==> src/rtl/seqlink_pkg.sv <==
// +----------------------------------------------------------------------------+
// | seqlink_pkg                                                                |
// | Shared definitions for the 0110 serial-pattern link (source and sink side).|
// | Revision: 1.0                                                              |
// +----------------------------------------------------------------------------+
`default_nettype none

package seqlink_pkg;

    localparam logic [1:0] c_ST_IDLE = 2'd0;
    localparam logic [1:0] c_ST_SEND = 2'd1;
    localparam logic [1:0] c_ST_GAP  = 2'd2;

    typedef enum logic [1:0] {
        ST_IDLE = c_ST_IDLE,
        ST_SEND = c_ST_SEND,
        ST_GAP  = c_ST_GAP
    } state_t;

    localparam int         c_PAT_W      = 4;
    localparam logic [3:0] c_PATTERN    = 4'b0110;
    localparam logic       c_IDLE_LEVEL = 1'b1;

endpackage

`default_nettype wire

==> src/rtl/pattern_shifter.sv <==
// +----------------------------------------------------------------------------+
// | pattern_shifter                                                            |
// | Parallel-load, MSB-first shift register; vacated bits fill with idle level.|
// | Revision: 1.0                                                              |
// +----------------------------------------------------------------------------+
`default_nettype none

module pattern_shifter
    import seqlink_pkg::*;
#(
    parameter int               PAT_W   = c_PAT_W,
    parameter logic [PAT_W-1:0] PATTERN = c_PATTERN
) (
    input  logic clk,
    input  logic reset,
    input  logic i_load,
    input  logic i_shift,
    input  logic i_clear,
    output logic o_sout
);

    logic [PAT_W-1:0] r_q;

    // Filling with the idle level means the line returns high by itself once
    // the last pattern bit has been shifted out.
    always_ff @(posedge clk or posedge reset) begin
        if (reset) begin
            r_q <= {PAT_W{c_IDLE_LEVEL}};
        end else if (i_clear) begin
            r_q <= {PAT_W{c_IDLE_LEVEL}};
        end else if (i_load) begin
            r_q <= PATTERN;
        end else if (i_shift) begin
            r_q <= {r_q[PAT_W-2:0], c_IDLE_LEVEL};
        end
    end

    assign o_sout = r_q[PAT_W-1];

endmodule

`default_nettype wire

==> src/rtl/sequence_gen.sv <==
// +----------------------------------------------------------------------------+
// | sequence_gen                                                               |
// | Serial pattern transmitter: repeats PATTERN rep_cnt times with idle gaps.  |
// | Revision: 1.0                                                              |
// +----------------------------------------------------------------------------+
`default_nettype none

module sequence_gen
    import seqlink_pkg::*;
#(
    parameter int               PAT_W   = c_PAT_W,
    parameter logic [PAT_W-1:0] PATTERN = c_PATTERN,
    parameter int               CNT_W   = 8,
    parameter int               GAP_W   = 4
) (
    input  logic             clk,
    input  logic             reset,
    input  logic             start,
    input  logic [CNT_W-1:0] rep_cnt,
    input  logic [GAP_W-1:0] gap,
    input  logic             abort,
    output logic             x,
    output logic             bit_valid,
    output logic             busy,
    output logic             done
);

    localparam int IDX_W = (PAT_W > 2) ? $clog2(PAT_W) : 1;
    localparam logic [IDX_W-1:0] c_LAST_IDX = IDX_W'(PAT_W - 1);

    state_t           r_state,     w_state_nxt;
    logic [IDX_W-1:0] r_bit_idx,   w_bit_idx_nxt;
    logic [CNT_W-1:0] r_rep,       w_rep_nxt;
    logic [GAP_W-1:0] r_gap_len,   w_gap_len_nxt;
    logic [GAP_W-1:0] r_gap_cnt,   w_gap_cnt_nxt;
    logic             r_bit_valid, w_bit_valid_nxt;
    logic             r_busy,      w_busy_nxt;
    logic             r_done,      w_done_nxt;
    logic             w_load;
    logic             w_shift;
    logic             w_clear;

    always_ff @(posedge clk or posedge reset) begin
        if (reset) begin
            r_state     <= ST_IDLE;
            r_bit_idx   <= '0;
            r_rep       <= '0;
            r_gap_len   <= '0;
            r_gap_cnt   <= '0;
            r_bit_valid <= 1'b0;
            r_busy      <= 1'b0;
            r_done      <= 1'b0;
        end else begin
            r_state     <= w_state_nxt;
            r_bit_idx   <= w_bit_idx_nxt;
            r_rep       <= w_rep_nxt;
            r_gap_len   <= w_gap_len_nxt;
            r_gap_cnt   <= w_gap_cnt_nxt;
            r_bit_valid <= w_bit_valid_nxt;
            r_busy      <= w_busy_nxt;
            r_done      <= w_done_nxt;
        end
    end

    // Output flags are computed for the upcoming state so they line up with
    // the shifter MSB, which is itself the registered line driver.
    always_comb begin
        w_state_nxt     = r_state;
        w_bit_idx_nxt   = r_bit_idx;
        w_rep_nxt       = r_rep;
        w_gap_len_nxt   = r_gap_len;
        w_gap_cnt_nxt   = r_gap_cnt;
        w_bit_valid_nxt = 1'b0;
        w_busy_nxt      = 1'b0;
        w_done_nxt      = 1'b0;
        w_load          = 1'b0;
        w_shift         = 1'b0;
        w_clear         = 1'b0;

        unique case (r_state)
            ST_IDLE: begin
                if (start && (rep_cnt != '0)) begin
                    w_state_nxt     = ST_SEND;
                    w_load          = 1'b1;
                    w_rep_nxt       = rep_cnt;
                    w_gap_len_nxt   = gap;
                    w_bit_idx_nxt   = c_LAST_IDX;
                    w_bit_valid_nxt = 1'b1;
                    w_busy_nxt      = 1'b1;
                end
            end

            ST_SEND: begin
                if (abort) begin
                    w_state_nxt = ST_IDLE;
                    w_clear     = 1'b1;
                end else if (r_bit_idx != '0) begin
                    w_shift         = 1'b1;
                    w_bit_idx_nxt   = r_bit_idx - IDX_W'(1);
                    w_bit_valid_nxt = 1'b1;
                    w_busy_nxt      = 1'b1;
                end else if (r_rep != CNT_W'(1)) begin
                    // Ending on 1 rather than 0 lets the all-ones count run
                    // to completion without wrapping.
                    w_rep_nxt = r_rep - CNT_W'(1);
                    if (r_gap_len != '0) begin
                        w_state_nxt   = ST_GAP;
                        w_shift       = 1'b1;
                        w_gap_cnt_nxt = r_gap_len;
                        w_busy_nxt    = 1'b1;
                    end else begin
                        w_load          = 1'b1;
                        w_bit_idx_nxt   = c_LAST_IDX;
                        w_bit_valid_nxt = 1'b1;
                        w_busy_nxt      = 1'b1;
                    end
                end else begin
                    w_state_nxt = ST_IDLE;
                    w_shift     = 1'b1;
                    w_rep_nxt   = '0;
                    w_done_nxt  = 1'b1;
                end
            end

            ST_GAP: begin
                if (abort) begin
                    w_state_nxt = ST_IDLE;
                    w_clear     = 1'b1;
                end else if (r_gap_cnt == GAP_W'(1)) begin
                    w_state_nxt     = ST_SEND;
                    w_load          = 1'b1;
                    w_gap_cnt_nxt   = '0;
                    w_bit_idx_nxt   = c_LAST_IDX;
                    w_bit_valid_nxt = 1'b1;
                    w_busy_nxt      = 1'b1;
                end else begin
                    w_gap_cnt_nxt = r_gap_cnt - GAP_W'(1);
                    w_busy_nxt    = 1'b1;
                end
            end

            default: begin
                w_state_nxt = ST_IDLE;
                w_clear     = 1'b1;
            end
        endcase
    end

    pattern_shifter #(
        .PAT_W   (PAT_W),
        .PATTERN (PATTERN)
    ) u_shifter (
        .clk     (clk),
        .reset   (reset),
        .i_load  (w_load),
        .i_shift (w_shift),
        .i_clear (w_clear),
        .o_sout  (x)
    );

    assign bit_valid = r_bit_valid;
    assign busy      = r_busy;
    assign done      = r_done;

endmodule

`default_nettype wire

==> config.mk <==
export PLATFORM = sky130hd
export DESIGN_NAME = sequence_gen
export DESIGN_NICKNAME = d
export VERILOG_FILES = /design/src/rtl/seqlink_pkg.sv /design/src/rtl/pattern_shifter.sv /design/src/rtl/sequence_gen.sv
export SDC_FILE = /design/constraint.sdc
export NUM_CORES = 1
export LEC_CHECK = 0
export CORE_MARGIN = 1
export CORE_UTILIZATION = 50
export CTS_CLUSTER_DIAMETER = 60
export DETAILED_ROUTE_END_ITERATION = 8
export HOLD_SLACK_MARGIN = 0.15
export PLACE_DENSITY = 0.75
export SLEW_MARGIN = 20
export SYNTH_ARGS = -nofsm -noshare
export SYNTH_HDL_FRONTEND = slang
export SYNTH_HIERARCHICAL = 1
export SYNTH_SLANG_ARGS = --single-unit
==> constraint.sdc <==
create_clock -name clk -period 1.85 [get_ports clk]
set_input_delay 0.37 -clock clk [delete_from_list [all_inputs] [get_ports clk]]
set_output_delay 0.37 -clock clk [all_outputs]
set_load 0.02 [all_outputs]
==> out/results.tsv <==
metric	value	unit
Seq cells post-synth	27	
DRT Pass-1 Iters	4	
cell accounting for the most synthesized area	dfrtp_1	
post-synthesis sequential area ratio	0.397	
Post-Place Worst Slack	-0.308	ns
largest net degree at the start of global routing	17	
P_int	0.00229	W
routed len/inst	16.3	µm
register area	682	µm²
Root Buffer	clkbuf_4	
initial core utilization	0.543	
Area after DPL	2220	µm²
CP required	2.11	ns
DRC	0	
final core occ	0.765	
Clock Latency Late Sink	0.34	ns
synthesized instance count	180	
final slew viol count	0	
most common cell after layout, fill and taps aside	buf_4	
H-tree levels	1	
Clock Path Buffers	2	
Synth top area share	0.336	
synth top area cells	dfrtp_1 34%, ha_1 6.6%, dfstp_2 6.1%	
CTS Buf Count	3	
Critical Path Fanout Max	4	
HP Class	in2async	
Worst EP arrival	2.09	ns
GR Overflow Total	0	
wire length of the first global-routing pass	7290	µm
CTS tree	yes	
P_leak	1.06	nW
RSZ-0062 raised after global routing	true	
Multi-input gate area	1050	µm²
Sw Pwr	0.00176	W
VDD IR max	0.000984	V
die area	3660	µm²
commonest cells after routing, fill and taps aside	39 x buf_4, 22 x dfrtp_1, 18 x inv_1, 18 x clkdlybuf4s50_1, 16 x nand2_1	
Die W	60.5	µm
Detailed Route Iter0 Violations	121	
syn_nets	205	
switching share of total power	0.435	
Tcrit/Tclk final	0.992	
clock share of power	0.066	
antenna violations before repair	0	
Mapped Avg Cell Area	9.52	µm²
Reg clk slew, reported paths	0.16	ns
relative slew slack	0.745	
vias	1658	
Post-Layout Inst Area	2410	µm²
gpl congestion	0.868	
prevailing post-synth register cell	dfrtp_1	
# Max-Cap Violations	0	
# setup viols final	0	
post-DP HPWL	3320	µm
Critical Path Start Type	flop	
Synth Warn #	6	
async set or reset register ratio after synthesis	1.00	
layout cells sized above 1	0.353	
n_diodes	0	
Post-synth EDFFs	0	
height of the die	60.5	µm
clk sinks	27	
# IOs	20	
crit end category	flop	
Fin Clk Skew	0.0147	ns
Overall Global Routing Usage	0.266	
worst setup margin	0.0148	ns
slew at the pin closest to its max-slew limit	0.380	ns
Row Count	20	
f_max	545	MHz
status	completed	
Layout Nets	267	
Syn Std Cell Area	1710	µm²
core box area	3150	µm²
DR vias/cell	5.82	
critical path class	reg2reg	
# fillers	228	
Seq pwr share	0.282	
Synth cell types	52	
vias in the first global route	1687	
IO Port Bufs	19	
crit path time final	1.84	ns
final hold violation count	0	
PD cells	1680	nW/µm²
power share of the combinational group	0.652	
final WL	4640	µm
ANT nets after route	0	
Synth-to-Final Area Change	40.9	%
metrics by stage:
step / instances / hold slack, ns / TNS [ns] / power, W
2_1_floorplan: 180 / 0.325 / 0 / 0.00259
3_3_place_gp: 275 / 0.490 / -5.73 / 0.00329
3_5_place_dp: 275 / 0.507 / -6.29 / 0.00341
4_1_cts: 282 / 0.315 / 0 / 0.00378
5_1_grt: 285 / 0.361 / -0.204 / 0.00434
6_report: 285 / 0.298 / 0 / 0.00405
what timing repair did:
action                     CTS  global route
resized for setup            7            21
pin swaps                    4             3
hold buffers                 0             0
setup endpoints to repair   16            23
buffers inserted             3             3
power groups by stage:
stage	sequential [W]	combinational (W)	clock, W
after floorplan	0.00114	0.00145	0
after global placement	0.00111	0.00218	0
after detailed placement	0.00113	0.00228	0
after CTS	0.00113	0.00238	0.000271
after global routing	0.00117	0.00287	0.000289
final	0.00114	0.00264	0.000267
critical path: stages, from the launching register on:
cell	delay, ns
dfrtp_2	0.47
or4_1	0.58
o21ai_1	0.19
a21oi_1	0.11
o21a_1	0.20
o22a_1	0.19
Yosys cell counts, drive strengths merged, types with 4 or more instances:
master,n
a21oi,11
a22o,7
dfrtp,23
dfstp,4
ha,9
inv,19
mux2,6
mux2i,4
nand2,19
nor2,11
nor3,6
nor4,5
o21ai,16
cell families (layout without fill, tap and decap cells):
logic type,after synthesis,after routing,share of synthesized area
AO/OA/AOI/OAI,56,56,0.234
AND/OR/NAND/NOR,54,54,0.178
flip-flops,27,27,0.397
buffers and inverters,24,85,0.0599
multiplexers,10,10,0.0650
adder cells (fa/ha/maj),9,9,0.0657
final timing paths:
path,start,slack [ns],endpoint,depth (start not counted)
max in group asynchronous,reset,1.14,busy,3
hold / removal,reset,0.30,r_bit_idx[1],2
min in group clk,r_bit_idx[1],0.54,r_bit_idx[1],1
setup reg to reg,r_rep[6],0.01,r_bit_idx[1],5
setup / recovery,r_rep[6],0.01,r_bit_idx[1],5
hold reg to reg,r_bit_idx[1],0.54,r_bit_idx[1],1
cell type report:
cell class | count | share of cell area
well taps | 44 | 0.0228
repair buffers | 61 | 0.217
flip-flops and latches | 27 | 0.283
clock buffers | 3 | 0.00933
clock inverters | 1 | 0.00207
multi-input cells | 129 | 0.435
inverters | 20 | 0.0311
registers in the layout, indices dropped and copies added, names as in the netlist:
name	flops
bit_valid	1
r_rep	8
u_shifter/r_q	4
r_state	2
r_bit_idx	2
done	1
r_gap_len	4
busy	1
r_gap_cnt	4
metal layers:
metal,up-vias,GRT usage,share of wire,wire (µm)
li1,778,-,-,-
met1,796,0.348,0.42,1960
met2,68,0.451,0.50,2340
met3,16,0.0426,0.045,207
met4,0,0.0909,0.028,129
met5,-,0,0,0
Note: power is estimated with default switching activity, not from simulation.
